<file path="src/rtl/skew_deskew_array_pkg.sv">
// Shared mode encoding and lane-delay helper for the skew/deskew array.
package skew_deskew_array_pkg;

  localparam logic MODE_SKEW   = 1'b0;
  localparam logic MODE_DESKEW = 1'b1;

  // Cycles of extra delay for a lane: staircase up in skew, staircase down in deskew.
  function automatic int unsigned lane_delay_of(input logic mode, input int unsigned lane,
                                                input int unsigned rows);
    return (mode == MODE_SKEW) ? lane : (rows - 1 - lane);
  endfunction

endpackage

</file>
<file path="src/rtl/skew_deskew_array_lane_delay.sv">
// One lane: ROWS-1 physical stages plus an output register. An element enters at the stage
// chosen by tap and walks toward stage 0, so stages past the tap never hold live data.
module lane_delay #(
  parameter int ROWS       = 4,
  parameter int DATA_WIDTH = 16,
  parameter int TW         = $clog2(ROWS)
) (
  input  logic                  clk,
  input  logic                  rst_n,
  input  logic                  enable,
  input  logic [TW-1:0]         tap,
  input  logic                  in_valid,
  input  logic                  in_last,
  input  logic [DATA_WIDTH-1:0] in_data,
  output logic                  out_valid,
  output logic                  out_last,
  output logic [DATA_WIDTH-1:0] out_data,
  output logic                  stage_busy
);
  localparam int DEPTH = ROWS - 1;

  logic [DEPTH-1:0]                 r_vld;
  logic [DEPTH-1:0]                 r_lst;
  logic [DEPTH-1:0][DATA_WIDTH-1:0] r_dat;
  logic [DEPTH-1:0]                 w_vld_up;
  logic [DEPTH-1:0]                 w_lst_up;
  logic [DEPTH-1:0][DATA_WIDTH-1:0] w_dat_up;
  logic                             w_head_vld;
  logic                             w_head_lst;
  logic [DATA_WIDTH-1:0]            w_head_dat;
  logic                             r_out_vld;
  logic                             r_out_lst;
  logic [DATA_WIDTH-1:0]            r_out_dat;

  // Value flowing down into stage k from stage k+1 (zero above the top stage).
  assign w_vld_up = r_vld >> 1;
  assign w_lst_up = r_lst >> 1;
  assign w_dat_up = r_dat >> DATA_WIDTH;

  assign w_head_vld = (tap == '0) ? in_valid : r_vld[0];
  assign w_head_lst = (tap == '0) ? in_last  : r_lst[0];
  assign w_head_dat = (tap == '0) ? in_data  : r_dat[0];

  always_ff @(posedge clk or negedge rst_n) begin
    if (!rst_n) begin
      r_vld     <= '0;
      r_lst     <= '0;
      r_dat     <= '0;
      r_out_vld <= 1'b0;
      r_out_lst <= 1'b0;
      r_out_dat <= '0;
    end else if (enable) begin
      for (int k = 0; k < DEPTH; k++) begin
        if (tap == TW'(k + 1)) begin
          r_vld[k] <= in_valid;
          r_lst[k] <= in_last;
          r_dat[k] <= in_data;
        end else begin
          r_vld[k] <= w_vld_up[k];
          r_lst[k] <= w_lst_up[k];
          r_dat[k] <= w_dat_up[k];
        end
      end
      r_out_vld <= w_head_vld;
      r_out_lst <= w_head_vld & w_head_lst;
      r_out_dat <= w_head_vld ? w_head_dat : '0;
    end
  end

  assign out_valid  = r_out_vld;
  assign out_last   = r_out_lst;
  assign out_data   = r_out_dat;
  assign stage_busy = |r_vld;

endmodule

</file>
<file path="src/rtl/skew_deskew_array.sv">
// Per-lane staircase delay (skew) or its inverse (deskew) over ROWS lanes.
// Mode is latched only while the stages are empty, so all in-flight vectors share one delay profile.
module skew_deskew_array
  import skew_deskew_array_pkg::*;
#(
  parameter int ROWS       = 4,
  parameter int DATA_WIDTH = 16
) (
  input  logic                       clk,
  input  logic                       rst_n,
  input  logic                       enable,
  input  logic                       mode,
  input  logic                       in_valid,
  input  logic                       in_last,
  input  logic [ROWS*DATA_WIDTH-1:0] in_data,
  output logic [ROWS-1:0]            out_valid,
  output logic [ROWS*DATA_WIDTH-1:0] out_data,
  output logic                       out_last,
  output logic                       busy
);
  localparam int TW = $clog2(ROWS);

  logic            r_mode_q;
  logic            w_busy;
  logic            w_mode_eff;
  logic [ROWS-1:0] w_stage_busy;
  logic [ROWS-1:0] w_lane_last;

  assign w_busy     = |w_stage_busy;
  assign w_mode_eff = w_busy ? r_mode_q : mode;

  always_ff @(posedge clk or negedge rst_n) begin
    if (!rst_n) begin
      r_mode_q <= MODE_SKEW;
    end else if (enable && !w_busy) begin
      r_mode_q <= mode;
    end
  end

  genvar gi;
  generate
    for (gi = 0; gi < ROWS; gi++) begin : g_lane
      logic [TW-1:0]         w_tap;
      logic                  w_in_last;
      logic [DATA_WIDTH-1:0] w_in_data;

      assign w_tap     = TW'(lane_delay_of(w_mode_eff, gi, ROWS));
      // Only the longest lane carries the tile marker so it emerges with the last element.
      assign w_in_last = in_valid & in_last & (w_tap == TW'(ROWS - 1));
      assign w_in_data = in_valid ? in_data[DATA_WIDTH*(gi+1)-1 -: DATA_WIDTH] : '0;

      lane_delay #(
        .ROWS       (ROWS),
        .DATA_WIDTH (DATA_WIDTH),
        .TW         (TW)
      ) u_lane (
        .clk        (clk),
        .rst_n      (rst_n),
        .enable     (enable),
        .tap        (w_tap),
        .in_valid   (in_valid),
        .in_last    (w_in_last),
        .in_data    (w_in_data),
        .out_valid  (out_valid[gi]),
        .out_last   (w_lane_last[gi]),
        .out_data   (out_data[DATA_WIDTH*(gi+1)-1 -: DATA_WIDTH]),
        .stage_busy (w_stage_busy[gi])
      );
    end
  endgenerate

  assign out_last = |(w_lane_last & out_valid);
  assign busy     = w_busy;

endmodule

</file>
<file path="config.mk">
export PLATFORM = sky130hd
export DESIGN_NAME = skew_deskew_array
export DESIGN_NICKNAME = d
export VERILOG_FILES = /design/src/rtl/skew_deskew_array_pkg.sv /design/src/rtl/skew_deskew_array_lane_delay.sv /design/src/rtl/skew_deskew_array.sv
export SDC_FILE = /design/constraint.sdc
export NUM_CORES = 1
export LEC_CHECK = 0
export CORE_MARGIN = 10
export CORE_UTILIZATION = 59
export CTS_CLUSTER_DIAMETER = 40
export CTS_CLUSTER_SIZE = 24
export DETAILED_ROUTE_END_ITERATION = 8
export PLACE_DENSITY = 0.85
export SLEW_MARGIN = 20
export SYNTH_ARGS = -nofsm -noshare
export SYNTH_HDL_FRONTEND = slang
export SYNTH_SLANG_ARGS = --single-unit
export TNS_END_PERCENT = 100
</file>
<file path="constraint.sdc">
create_clock -name clk -period 5.5 [get_ports clk]
set_clock_uncertainty 0.05 [all_clocks]
set_input_delay 1.65 -clock clk [delete_from_list [all_inputs] [get_ports clk]]
set_output_delay 1.65 -clock clk [all_outputs]
set_load 0.03 [all_outputs]
</file>
### After elaboration in Yosys (flattened, before gate mapping)

Index checks and enable logic that the tools add are counted.

* flip-flop bits (word level): 289
* bits of input ports: 70

* equal/unequal tests: 12
* bitwise logic cells: 10
* reduce and logical (&&, ||, !) cells: 8
* multiplexer cells: 61

Operator list (number)
* 16-bit 2-to-1 mux: 24
* 1-bit 2-to-1 mux: 33
* 2-bit == test, second input constant: 8
* 12-bit OR reduction: 1
* 1-bit bitwise AND: 9
* 2-bit by 1-bit == test with 1-bit output, second input constant: 4
* 2-bit logical NOT: 4
* 2-bit 2-to-1 mux: 4
* 4-bit bitwise AND: 1
* 4-bit OR reduction: 1
* 1-bit logical AND: 1
* 1-bit logical NOT: 1

### Longest topological paths before layout

Gate-level depths: netlist of run 1.

* depth after elaboration: 7
* gate-level depth with buffers: 7
* gate-level depth less buffers: 4

### Hierarchy

From an unflattened synthesis of run 1, not the netlist that was laid out.

* cells, all modules: 1445
* area total of the unflattened synthesis: 14104.8 µm²

By module, submodules not included
* lane_delay: cells each 340, seq. area each 1801.7 µm², area an instance 3390.8 µm², times used 4
* skew_deskew_array: cells each 85, seq. area each 25.0 µm², area an instance 541.8 µm², times used 1

### Worst setup path before layout of run 1

No wires, ideal clock.

* kind: input port to flip-flop
* start: input enable
* end: register g_lane[3].u_lane.r_dat[10] in the netlist's numbering
* stages: 4
* path slack: 2461 ps
* arrival: 2865 ps
* data required time: 5325 ps
* cell sequence: clkbuf_1 > clkbuf_1 > buf_1 > mux2_2

RTL lines
* from (decl): line skew_deskew_array.sv:11 `input logic enable,`
* to (signal, indexed assignment): line skew_deskew_array_lane_delay.sv:57 `r_dat[k] <= in_data;`
* to (signal, indexed assignment): line skew_deskew_array_lane_delay.sv:61 `r_dat[k] <= w_dat_up[k];`
* to (decl): line skew_deskew_array_lane_delay.sv:24 `logic [DEPTH-1:0][DATA_WIDTH-1:0] r_dat;`

No word-level cell between the ends.

### Final worst setup path of run 1

* start: register g_lane[3].u_lane.r_vld[0]
* end: output busy

* word-level cells in the longest chain between the ends: 1

Ends and longest elaborated chain
* from (decl): line skew_deskew_array_lane_delay.sv:22 `logic [DEPTH-1:0] r_vld;`
* from (signal, indexed assignment): line skew_deskew_array_lane_delay.sv:55 `r_vld[k] <= in_valid;`
* from (signal, indexed assignment): line skew_deskew_array_lane_delay.sv:59 `r_vld[k] <= w_vld_up[k];`
* 12-bit OR reduction: line skew_deskew_array.sv:29 `assign w_busy = |w_stage_busy;`
* to (decl): line skew_deskew_array.sv:19 `output logic busy`

Every way passes these cells.

==> impl_summary.md, run 1 <==
Power and ir drop
After layout, the design draws a total of 7.07 mW. IR analysis of the VDD net gives a maximum drop of 0.420 mV. The total power density per cell area is 560 nW/µm². Summed over all cells, the static leakage comes to 5.65 nW.

Drt
In this run the remaining antenna-violating nets after routing total 0. The total number of vias is 7295. The first detailed-routing pass ran for 5 iterations. Dividing the detail-routed via count by the number of cells gives 6.05.

After detailed routing, the average wire length per cell comes to 20.6 µm. The first routing iteration left 723 violations. In the routed design, unresolved DRC markers number 0. The total wirelength of the detailed-routed design is 24900 µm.

Floorplan
The die span in y is 151 µm. The floorplan step defined a die boundary enclosing 22700 µm². For this configuration, the core starts out at a cell density of 60.4%.

The I/O pin count is 140. Measured along the x axis, the die boundary spans 151 µm. In this run the core area contains 47 standard-cell rows. The area inside the core boundary is 16600 µm².

Yosys
The sequential share of the synthesized area is 61.0%. The predominant post-synthesis flop cell is sky130_fd_sc_hd__dfrtp_1. Counting flops and latches in the post-synthesis netlist gives 245.

Yosys attributes the largest share of cell area to sky130_fd_sc_hd__dfrtp_1 (61%), sky130_fd_sc_hd__mux2_2 (8.3%), sky130_fd_sc_hd__a221oi_1 (3.4%), sky130_fd_sc_hd__a32o_1 (3.2%), sky130_fd_sc_hd__a22o_1 (3.1%). The synthesized area divided by synthesized cell count is 11.8 µm². The fraction of registers with async set/reset is 100%. The number of cells produced by synthesis is 851. The cell taking the most area after synthesis is sky130_fd_sc_hd__dfrtp_1. Summing the areas of all and, or, nand and nor instances in the mapped netlist gives 8.24% of the synthesized area. The post-synth design cell area is 10100 µm². The xor and xnor area share after synthesis is 0%.

Summing the areas of all compound-gate instances in the mapped netlist gives 16.7% of the synthesized area. The top cell type by area accounts for 61.0% of the synthesized area. The count of cell types in the netlist is 36. Counting flops with a built-in enable in the synthesized netlist gives 0. The number of warnings reported in the yosys synthesis log is 0. Among all cell types in the netlist, the one instantiated most often is sky130_fd_sc_hd__dfrtp_1.

The number of nets in the synthesized netlist is 921. After synthesis, the largest family of logic cells by area is compound AO/OA/AOI/OAI gates. The adder and majority cell fraction of the synthesized area is 0%. In the synthesized netlist, mux cells make up 8.29% of the area. By count the netlist is led by sky130_fd_sc_hd__dfrtp_1 (245), sky130_fd_sc_hd__nand2_1 (83), sky130_fd_sc_hd__mux2_2 (74), sky130_fd_sc_hd__nor2_1 (69), sky130_fd_sc_hd__inv_1 (67).

Timing
The final critical-path share of the clock period is 79.3%. The worst-case setup margin in the final layout is 1.14 ns. The measured slew at the worst slew-check pin is 1.11 ns. The number of hold-slack violations in the final timing report is 0.

After routing, the total negative slack on setup checks comes to 0 ns. Static timing analysis puts the maximum clock frequency at 229 MHz. The post-layout minimum cycle time is 4.36 ns. Setup repair after global routing left no endpoint under its margin. The total of endpoints with negative setup slack in the final report is 0. Measured against its own limit, the worst slew margin works out to 25.8%. The max-slew violation count is 0.

Placed design
Routability-driven placement finished with a final weighted congestion of 0.751. At the placement stage, the worst setup path has a slack of 1.45 ns. Detailed placement finished with a half-perimeter wire length of 14700 µm. The port buffer count is 139.

Including well taps, the total number of placed cells is 1149.

Hold path
Counting instances, the worst hold path has a depth of 1. The startpoint of the worst hold path is g_lane[3].u_lane.r_dat[37]. The path class of the tightest hold or removal check is register to register. The worst hold path endpoint is g_lane[3].u_lane.r_dat[37].

Finish
The final-stage net count is 1032. In the final layout, flip-flops and latches occupy 6130 µm². The number of standard cells in the final layout excluding fillers is 1206.

The area used by multi-input combinational logic is 3380 µm². In the final layout, the share of cells above drive strength 1 is 17.5%. The number of fillers in the final layout is 1033. The synthesis-to-finish area growth is 25.7%.

Critical path
The critical path in this run is classified as register to output pin. Across all register-to-register paths, the minimum setup slack is 2.27 ns. STA classifies the critical path startpoint as a register.

The highest fanout seen on the critical path is 21. At the worst endpoint, the arrival time is 2.66 ns. The worst register-to-register path begins at g_lane[3].u_lane.r_vld[0]. The number of cells on the worst reg-to-reg path is 5.

The data required time at the worst endpoint is 3.80 ns. The kind of capture point of the worst setup path is an output pin. The endpoint identified for the worst register-to-register timing path is g_lane[3].u_lane.r_dat[43].

CTS
For the worst-skew pair, the clock arrives at the later sink with an insertion delay of 0.54 ns. Counting the buffers created by CTS gives 31. After clock tree synthesis, the clock-pin slew on the worst setup and hold paths is 0.06 ns.

The number of hold-repair buffers added at the cts stage is 0. The clock drives 245 sinks. The H-tree level count is 1. The clock root buffer is sky130_fd_sc_hd__clkbuf_16. In this run the deepest clock path goes through 3 buffers. The total setup buffers inserted after CTS is 0.

TritonCTS built the clock tree. The number of instances resized during post-cts repair is 0.

Global route
The overflow left after global routing is 0. The number of antenna violations at the first check in global routing is 0. The global-route wire length before repair is 40700 µm. The number of global-route vias before repair is 7640. Entering global routing, the biggest net connects 129 pins.

The total routing usage reported by global routing is 22.0%.

Job
The tool flagged a number of max-cap violations equal to 0.

Outcome
The flow ran to the end, and the final reports show no timing, DRC or antenna violations.
[power by group]
part | switching (mW) | leakage (nW) | internal, mW
Sequential | 0.441 | 3.17 | 2.37
Clock | 0.798 | 0.526 | 1.35
Combinational | 1.20 | 1.95 | 0.910
Total | 2.44 | 5.65 | 4.63
[cell usage in the layout, fill, tap and decap left out, drive strengths merged, types with 3 or more instances in the layout]
cell,count
a2111oi,17
a21oi,16
a221oi,49
a22o,36
a32o,32
and3,3
buf,16
bufinv,6
clkbuf,35
clkdlybuf4s50,136
clkinv,4
clkinvlp,6
dfrtp,245
inv,72
mux2,74
nand2,84
nand3,35
nor2,69
o21ai,34
[per-layer routing]
metal	routed length [µm]	share of wire (%)	GRT usage [%]
met1	10300	41	28.8
met2	12400	50	37.1
met3	1750	7.0	3.90
met4	481	1.9	5.83
met5	0	0	0
[kinds of logic (layout without fill, tap and decap cells)]
kind of cell / after synthesis / in the layout
buffers and inverters: 141 / 275
AO/OA/AOI/OAI: 193 / 193
multiplexers: 74 / 74
other: 0 / 1
flip-flops: 245 / 245
AND/OR/NAND/NOR: 198 / 198
[area by class of cell]
type	count	area share, %
inverters	67	1.99
well taps	220	2.18
clock inverters	21	2.39
multi-input cells	465	26.7
clock buffers	35	6.41
repair buffers	152	11.8
flip-flops and latches	245	48.5
diodes	1	0.0198
[state kept, by name (all words and copies together), names as in the netlist]
| signal | count |
|---|---|
| g_lane.u_lane.out_valid | 4 |
| g_lane.u_lane.r_vld | 8 |
| r_mode_q | 1 |
| g_lane.u_lane.r_dat | 160 |
| g_lane.u_lane.out_data | 64 |
| g_lane.u_lane.r_lst | 6 |
| g_lane.u_lane.out_last | 2 |
[worst max path at each step]
stage / depth (start not counted) / startpoint / to / slack, ns
finish: 3 / g_lane[3].u_lane.r_vld[0] / busy / 1.14
global route: 3 / g_lane[3].u_lane.r_vld[0] / busy / 1.00
CTS: 3 / g_lane[3].u_lane.r_vld[0] / busy / 1.20
detailed placement: 5 / mode / g_lane[1].u_lane.r_dat[4] / 1.45
global placement: 5 / mode / g_lane[1].u_lane.r_dat[10] / 1.52
floorplan: 4 / enable / g_lane[3].u_lane.r_dat[10] / 2.46
[metrics by stage]
stage,instance area [µm²],util [%],hold slack (ns)
floorplan,10100,-,0.399
CTS,12600,75.9,0.439
global placement,11500,69.2,0.420
finish,12600,75.9,0.435
global route,12600,75.9,0.453
detailed placement,11500,69.2,0.425
[critical path, cell delays in order (launching register included)]
cell,delay [ns]
sky130_fd_sc_hd__dfrtp_1,0.69
sky130_fd_sc_hd__nor4_2,0.50
sky130_fd_sc_hd__nand2_1,0.24
sky130_fd_sc_hd__clkdlybuf4s50_1,0.69
Note: power is estimated with default switching activity, not from simulation.
==> run 2, diff against run 1 <==
- CORE_UTILIZATION: 59 -> 49
- PLACE_DENSITY: 0.85 -> 0.76
- clock period: 5.5 -> 4 ns (I/O delays scaled with it)
==> impl_summary.md, run 2 (synthesis results as in run 1) <==
Critical path
The data required time at the worst endpoint came to 2.75 ns (-1.05 ns). The largest delay contributor family on the critical path is buffers and inverters. Walking the worst path, the cells encountered are nor4_2 > nand2_1 > clkdlybuf4s50_1.

The highest fanout seen on the critical path came to 20 (-4.8%). The delay of the slowest cell on the worst path is 0.69 ns (about the same). The buffering stage count on the worst path with inverters included is 1 (unchanged). The kind of capture point of the worst setup path is an output pin. The kind of start point of the critical path is a register. The setup path with the least slack is of type register to output pin. The slowest stage of the critical path is the sky130_fd_sc_hd__clkdlybuf4s50_1 cell. The setup slack on the worst flop-to-flop path is 1.09 ns (-1.18 ns). The critical path arrival is 2.51 ns (-0.15 ns).

Drt
The total DRC errors in the routed layout is 0 (unchanged). The via density per instance is 5.63 (-6.9%). The DRC marker count from the first detailed-route iteration was 477 (-34%). The average wire per standard cell was 19.2 µm (-6.9%).

The total number of vias came to 7086 (-2.9%). The count of antenna-violating nets left after detailed routing is 0 (unchanged). The count of TritonRoute iterations in the first routing pass is 7 (+2). The total wirelength of the detailed-routed design is 24200 µm (-2.9%).

CTS
The number of hold-repair buffers added at the cts stage came to 0 (unchanged). The maximum buffer depth of the clock tree was 3 (unchanged). The CTS tree is built. The clock root buffer is sky130_fd_sc_hd__clkbuf_16.

The number of instances resized during post-cts repair came to 0 (unchanged). The post-CTS clock slew at the launch and capture registers of the worst setup and hold paths is 0.06 ns (about the same). The insertion delay to the later sink of the worst-skew pair is 0.54 ns (about the same). The total setup buffers inserted after CTS is 0 (unchanged).

The clock net sink count was 245 (unchanged). The H-tree level count came to 1 (unchanged). The number of buffers added by the clock tree synthesis step was 30 (-3.2%).

Timing
For this run, the top clock speed supported by timing is 266 MHz. The worst path needs 3.76 ns of the cycle, external delays included. The total of endpoints with negative setup slack in the final report was 0 (unchanged). The number of hold-slack violations in the final timing report came to 0 (unchanged). The measured slew at the worst slew-check pin was 0.855 ns (-0.256 ns). Setup repair after global routing left no endpoint under its margin. The setup TNS is 0 ns (unchanged). Of the available clock period, the critical path in the final layout requires 93.9%. The worst max-slew margin expressed relative to the limit was 43.0% (+17 points). The max-slew violation count came to 0 (unchanged).

Global route
The maximum number of pins on one net before global-route repair was 133 (+3.1%). The number of global-route vias before repair was 7445 (-2.6%). The most utilized layer in the global route result is met2.

The overflow left after global routing is 0 (unchanged). The number of antenna violations at the first check in global routing came to 0 (unchanged). The total routing usage reported by global routing was 18.1% (-3.9 points). The met2 usage is 29.3% (-7.8 points). The met1 track utilization from global routing is 24.6% (-4.3 points). The global-route wire length before repair is 40100 µm (-1.3%). The global-route met3 utilization is 4.00% (+0.10 points).

Finish
The post-route core utilization is 63.0% (-13 points). The most common cell after layout, fill and taps aside is sky130_fd_sc_hd__dfrtp_1. The fraction of layout cells with a size suffix above 1 was 17.9% (+0.45 points).

The number of fillers in the final layout came to 1519 (+47%). The antenna diode instance count is 0 (-1). The flip-flop count of the largest register after layout is 160 (unchanged). In the layout the commonest cells are sky130_fd_sc_hd__dfrtp_1 (245), sky130_fd_sc_hd__clkdlybuf4s50_1 (136), sky130_fd_sc_hd__nand2_1 (83), sky130_fd_sc_hd__mux2_2 (74), sky130_fd_sc_hd__nor2_1 (67).

The register bank with the most flops is g_lane.u_lane.r_dat. Compared with the post-synthesis result, the final layout area differs by 26.7%. The final-stage net count came to 1034 (+0.19%).

Power and ir drop
The internal power component is 6.27 mW (+35%). The sequential share of power came to 39.2% (-0.5 points). The worst IR drop on VDD is 0.476 mV (+13%). The standby leakage power is 5.68 nW (+0.47%). The combinational share of power is 31.3% (+1.5 points). The net switching power of the design is 3.33 mW (+36%). The total power density per cell area came to 753 nW/µm² (+35%). The clock network fraction of design power is 29.6% (-0.8 points). The fraction of power spent switching nets was 34.7% (+0.16 points).

Floorplan
The effective utilization at floorplan was 49.7% (-11 points). The area inside the core boundary is 20200 µm² (+22%). The horizontal die dimension came to 163 µm (+8.4%). The I/O pin count is 140 (unchanged).

The area of the die came to 26600 µm² (+18%). The die span in y was 163 µm (+8.4%). The number of rows created at floorplan came to 52 (+11%).

Placed design
The last weighted congestion value of the routability-driven placer is 0.771 (+2.6%). The port buffer count is 139 (unchanged). The HPWL after detailed placement is 14300 µm (-2.4%).

Outcome
The flow ran to the end, and the final reports show no timing, DRC or antenna violations.

Job
The number of max-cap violations is 0 (unchanged).

Hold path
The worst hold path belongs to the class register to register.
-- run 2: cell types whose count changed in the layout (fill, tap and decap cells not counted), sizes merged --
cell	delta
inv	+3
clkbuf	-1
bufinv	-2
diode	-1
clkinv	+3
buf	+3
clkinvlp	-3
-- run 2: routing by layer --
layer / part of all wire (%) / up-vias / wire length (µm)
met2: 47 / 222 / 11300
met4: 1.3 / 0 / 321
met3: 7.2 / 25 / 1750
li1: - / 3260 / -
met5: 0 / - / 0
met1: 45 / 3579 / 10800
-- run 2: through the flow --
| stage | std cells | total power [mW] | instance area (µm²) | setup WS (ns) | hold WS, ns |
|---|---|---|---|---|---|
| after floorplan | 851 | 5.57 | 10100 | 1.41 | 0.399 |
| after global placement | 1202 | 6.73 | 11700 | 0.852 | 0.420 |
| after detailed placement | 1202 | 6.80 | 11700 | 0.832 | 0.425 |
| after CTS | 1258 | 9.68 | 12700 | 0.244 | 0.439 |
| after global routing | 1258 | 10.1 | 12700 | 0.0854 | 0.447 |
| final | 1258 | 9.60 | 12700 | 0.243 | 0.435 |
-- run 2: worst register-to-register path, stage by stage, from the launching register on --
cell and delay, ns:
sky130_fd_sc_hd__dfrtp_1 0.64, sky130_fd_sc_hd__or4_1 0.66, sky130_fd_sc_hd__o21ai_0 0.38, sky130_fd_sc_hd__and2_2 0.78, sky130_fd_sc_hd__a32o_1 0.32
-- run 2: path summary, 6_finish.rpt --
check | from | end | cells after the start
min in group asynchronous | rst_n | g_lane[0].u_lane.r_dat[10] | 1
setup reg to reg | g_lane[1].u_lane.r_vld[0] | g_lane[2].u_lane.r_dat[28] | 4
setup / recovery | g_lane[1].u_lane.r_vld[0] | busy | 3
hold reg to reg | g_lane[3].u_lane.r_dat[46] | g_lane[3].u_lane.r_dat[46] | 1
hold / removal | g_lane[3].u_lane.r_dat[46] | g_lane[3].u_lane.r_dat[46] | 1
max in group asynchronous | rst_n | g_lane[0].u_lane.r_dat[39] | 2
-- run 2: power by group through the flow --
stage                     clock network (mW)  logic (mW)  registers [mW]
after floorplan                            0        1.32            4.25
after global placement                     0        2.96            3.76
after detailed placement                   0        3.02            3.78
after CTS                               2.89        3.04            3.75
after global routing                    3.00        3.25            3.86
final                                   2.84        3.00            3.76
-- run 2: layout make-up --
class | count | area, µm² | share of cell area [%]
well taps | 270 | 338 | 2.65
multi-input cells | 465 | 3380 | 26.5
inverters | 67 | 251 | 1.97
flip-flops and latches | 245 | 6130 | 48.1
clock buffers | 34 | 797 | 6.26
clock inverters | 22 | 272 | 2.13
repair buffers | 155 | 1580 | 12.4
==> run 3, diff against run 2 <==
- CORE_UTILIZATION: 49 -> 40
- PLACE_DENSITY: 0.76 -> default
==> impl_summary.md, run 3 (synthesis results as in run 1) <==
Placed design
The port buffer count is 139 (unchanged). The HPWL after detailed placement is 14800 µm (+3.2%). The worst setup slack before clock tree synthesis is 0.954 ns (+0.122 ns).

The last weighted congestion value of the routability-driven placer is 0.742 (-3.8%).

Critical path
The worst setup path is launched from a register. The startpoint of the most critical register-to-register path is g_lane[3].u_lane.r_vld[0]. The critical path arrival was 2.30 ns (-0.21 ns). The data required time at the worst endpoint came to 2.75 ns (about the same). The highest fanout seen on the critical path is 5 (-75%). The kind of capture point of the worst setup path is an output pin. The type of the worst setup path is register to output pin. The most critical setup path has its startpoint at g_lane[0].u_lane.r_vld[2].

Global route
The maximum number of pins on one net before global-route repair is 179 (+35%). The global-route wire length before repair came to 41000 µm (+2.3%). The number of global-route vias before repair is 7466 (+0.28%).

The overflow left after global routing came to 0 (unchanged). The total routing usage reported by global routing is 15.8% (-2.3 points). The number of antenna violations at the first check in global routing is 0 (unchanged).

Timing
The measured slew at the worst slew-check pin is 0.857 ns (+0.00247 ns). The highest clock frequency the design can meet is 281 MHz (+5.7%). The setup TNS is 0 ns (unchanged).

The number of hold-slack violations in the final timing report is 0 (unchanged). Setup repair after global routing left no endpoint under its margin. The worst-case setup margin in the final layout was 0.447 ns (+0.204 ns). The final critical-path share of the clock period came to 88.8% (-5.1 points). The worst max-slew margin expressed relative to the limit is 42.8% (-0.16 points).

The post-layout minimum cycle time is 3.55 ns (-0.204 ns). The max-slew violation count is 0 (unchanged). The total of endpoints with negative setup slack in the final report is 0 (unchanged).

Drt
The via density per instance was 5.26 (-6.6%). The average wire per standard cell is 18.8 µm (-2.0%). The total number of vias is 6969 (-1.7%). The count of antenna-violating nets left after detailed routing is 0 (unchanged). The count of TritonRoute iterations in the first routing pass was 4 (-3).

The total wirelength of the detailed-routed design is 24900 µm (+3.3%). The DRC marker count from the first detailed-route iteration is 582 (+22%). The total DRC errors in the routed layout was 0 (unchanged).

CTS
The number of instances resized during post-cts repair is 0 (unchanged). The maximum buffer depth of the clock tree is 3 (unchanged). Clock tree synthesis selected as its root buffer the cell sky130_fd_sc_hd__clkbuf_16.

The number of buffers added by the clock tree synthesis step is 38 (+27%). The post-CTS clock slew at the launch and capture registers of the worst setup and hold paths is 0.06 ns (about the same). The insertion delay to the later sink of the worst-skew pair is 0.50 ns (-0.04 ns).

The clock net sink count is 245 (unchanged). The number of hold-repair buffers added at the cts stage is 0 (unchanged). TritonCTS built the clock tree.

The total setup buffers inserted after CTS was 0 (unchanged). The H-tree level count is 2 (+1).

Floorplan
The area inside the core boundary is 24500 µm² (+21%). The die span in y came to 179 µm (+9.4%). The effective utilization at floorplan is 41.0% (-8.7 points).

The number of rows created at floorplan is 57 (+9.6%). The area of the die is 31900 µm² (+20%). The I/O pin count was 140 (unchanged).

The horizontal die dimension was 179 µm (+9.4%).

Finish
The final-stage net count was 1044 (+0.97%). The synthesis-to-finish area growth is 30.0%. The flip-flop count of the largest register after layout is 160 (unchanged).

The number of fillers in the final layout is 2175 (+43%). The most common cell after layout, fill and taps aside is sky130_fd_sc_hd__dfrtp_1. Counting flops per register, the top entry is g_lane.u_lane.r_dat. In the layout the commonest cells are sky130_fd_sc_hd__dfrtp_1 (245), sky130_fd_sc_hd__clkdlybuf4s50_1 (136), sky130_fd_sc_hd__nand2_1 (83), sky130_fd_sc_hd__mux2_2 (74), sky130_fd_sc_hd__nor2_1 (67).

The fraction of layout cells with a size suffix above 1 was 18.7% (+0.79 points).

Power and ir drop
The total power density per cell area is 775 nW/µm² (+2.8%). The clock network fraction of design power was 33.5% (+3.9 points). The sequential share of power came to 36.7% (-2.5 points). The internal power component came to 6.79 mW (+8.3%). The worst IR drop on VDD was 0.385 mV (-19%). The combinational share of power is 29.8% (-1.5 points). The net switching power of the design was 3.33 mW (+0.19%). The fraction of power spent switching nets came to 32.9% (-1.7 points). The standby leakage power was 5.81 nW (+2.4%).

Job
The number of max-cap violations is 0 (unchanged).

Outcome
The flow ran to the end, and the final reports show no timing, DRC or antenna violations.

Hold path
The worst hold path class is register to register. The startpoint of the worst hold path is g_lane[3].u_lane.r_dat[37].
## run 3: changes by cell type in the layout (fill, tap and decap cells not counted)
cell                         change
sky130_fd_sc_hd__inv_8           -2
sky130_fd_sc_hd__inv_6           -3
sky130_fd_sc_hd__clkbuf_1        +2
sky130_fd_sc_hd__clkbuf_16       +8
sky130_fd_sc_hd__diode_2         +1
sky130_fd_sc_hd__bufinv_16       +2
sky130_fd_sc_hd__clkinvlp_4      -1
sky130_fd_sc_hd__clkinv_4        -3
sky130_fd_sc_hd__clkinv_2        +4
sky130_fd_sc_hd__buf_4           +2
sky130_fd_sc_hd__clkbuf_8        +3
## run 3: final cells by class
class	instances	area (µm²)	share of cell area (%)
multi-input cells	465	3380	25.8
inverters	67	251	1.92
clock buffers	47	1050	8.00
clock inverters	19	269	2.06
flip-flops and latches	245	6130	46.9
repair buffers	157	1590	12.2
well taps	324	405	3.10
diodes	1	2.50	0.0191
## run 3: worst paths after layout
kind / slack (ns) / to / cells past startpoint
setup / recovery: 0.45 / busy / 3
hold / removal: 0.43 / g_lane[3].u_lane.r_dat[37] / 1
setup reg to reg: 1.21 / g_lane[2].u_lane.r_dat[26] / 5
hold reg to reg: 0.43 / g_lane[3].u_lane.r_dat[37] / 1
max in group asynchronous: 2.42 / g_lane[3].u_lane.out_data[6] / 2
min in group asynchronous: 0.65 / g_lane[2].u_lane.out_data[9] / 1
## run 3: worst max-delay path, cell delays in order, from the launching register on
cell	delay, ns
sky130_fd_sc_hd__dfrtp_1	0.41
sky130_fd_sc_hd__nor4_1	0.46
sky130_fd_sc_hd__nand2_1	0.24
sky130_fd_sc_hd__clkdlybuf4s50_1	0.69
## run 3: metrics by stage
step                util, %  cell area [µm²]  std cells  hold WS [ns]  power, mW
finish                 53.3            13100       1325         0.431       10.1
global route           53.3            13100       1324         0.456       10.7
CTS                    53.3            13100       1324         0.436       10.3
detailed placement     47.9            11800       1258         0.425       6.82
global placement       47.9            11800       1258         0.419       6.77
floorplan                 -            10100        851         0.399       5.57
## run 3: layer usage
metal / global-route usage [%] / wire, µm / vias up
met5: 0 / 0 / -
met4: 4.34 / 404 / 0
met3: 3.55 / 1370 / 32
met2: 25.0 / 11500 / 155
met1: 21.4 / 11700 / 3502
li1: - / - / 3280
## run 3: power groups by stage
stage	Combinational (mW)	Clock, mW	Sequential (mW)
finish	3.02	3.39	3.72
global route	3.28	3.59	3.83
CTS	3.07	3.46	3.73
detailed placement	3.06	0	3.76
global placement	3.03	0	3.74
floorplan	1.32	0	4.25
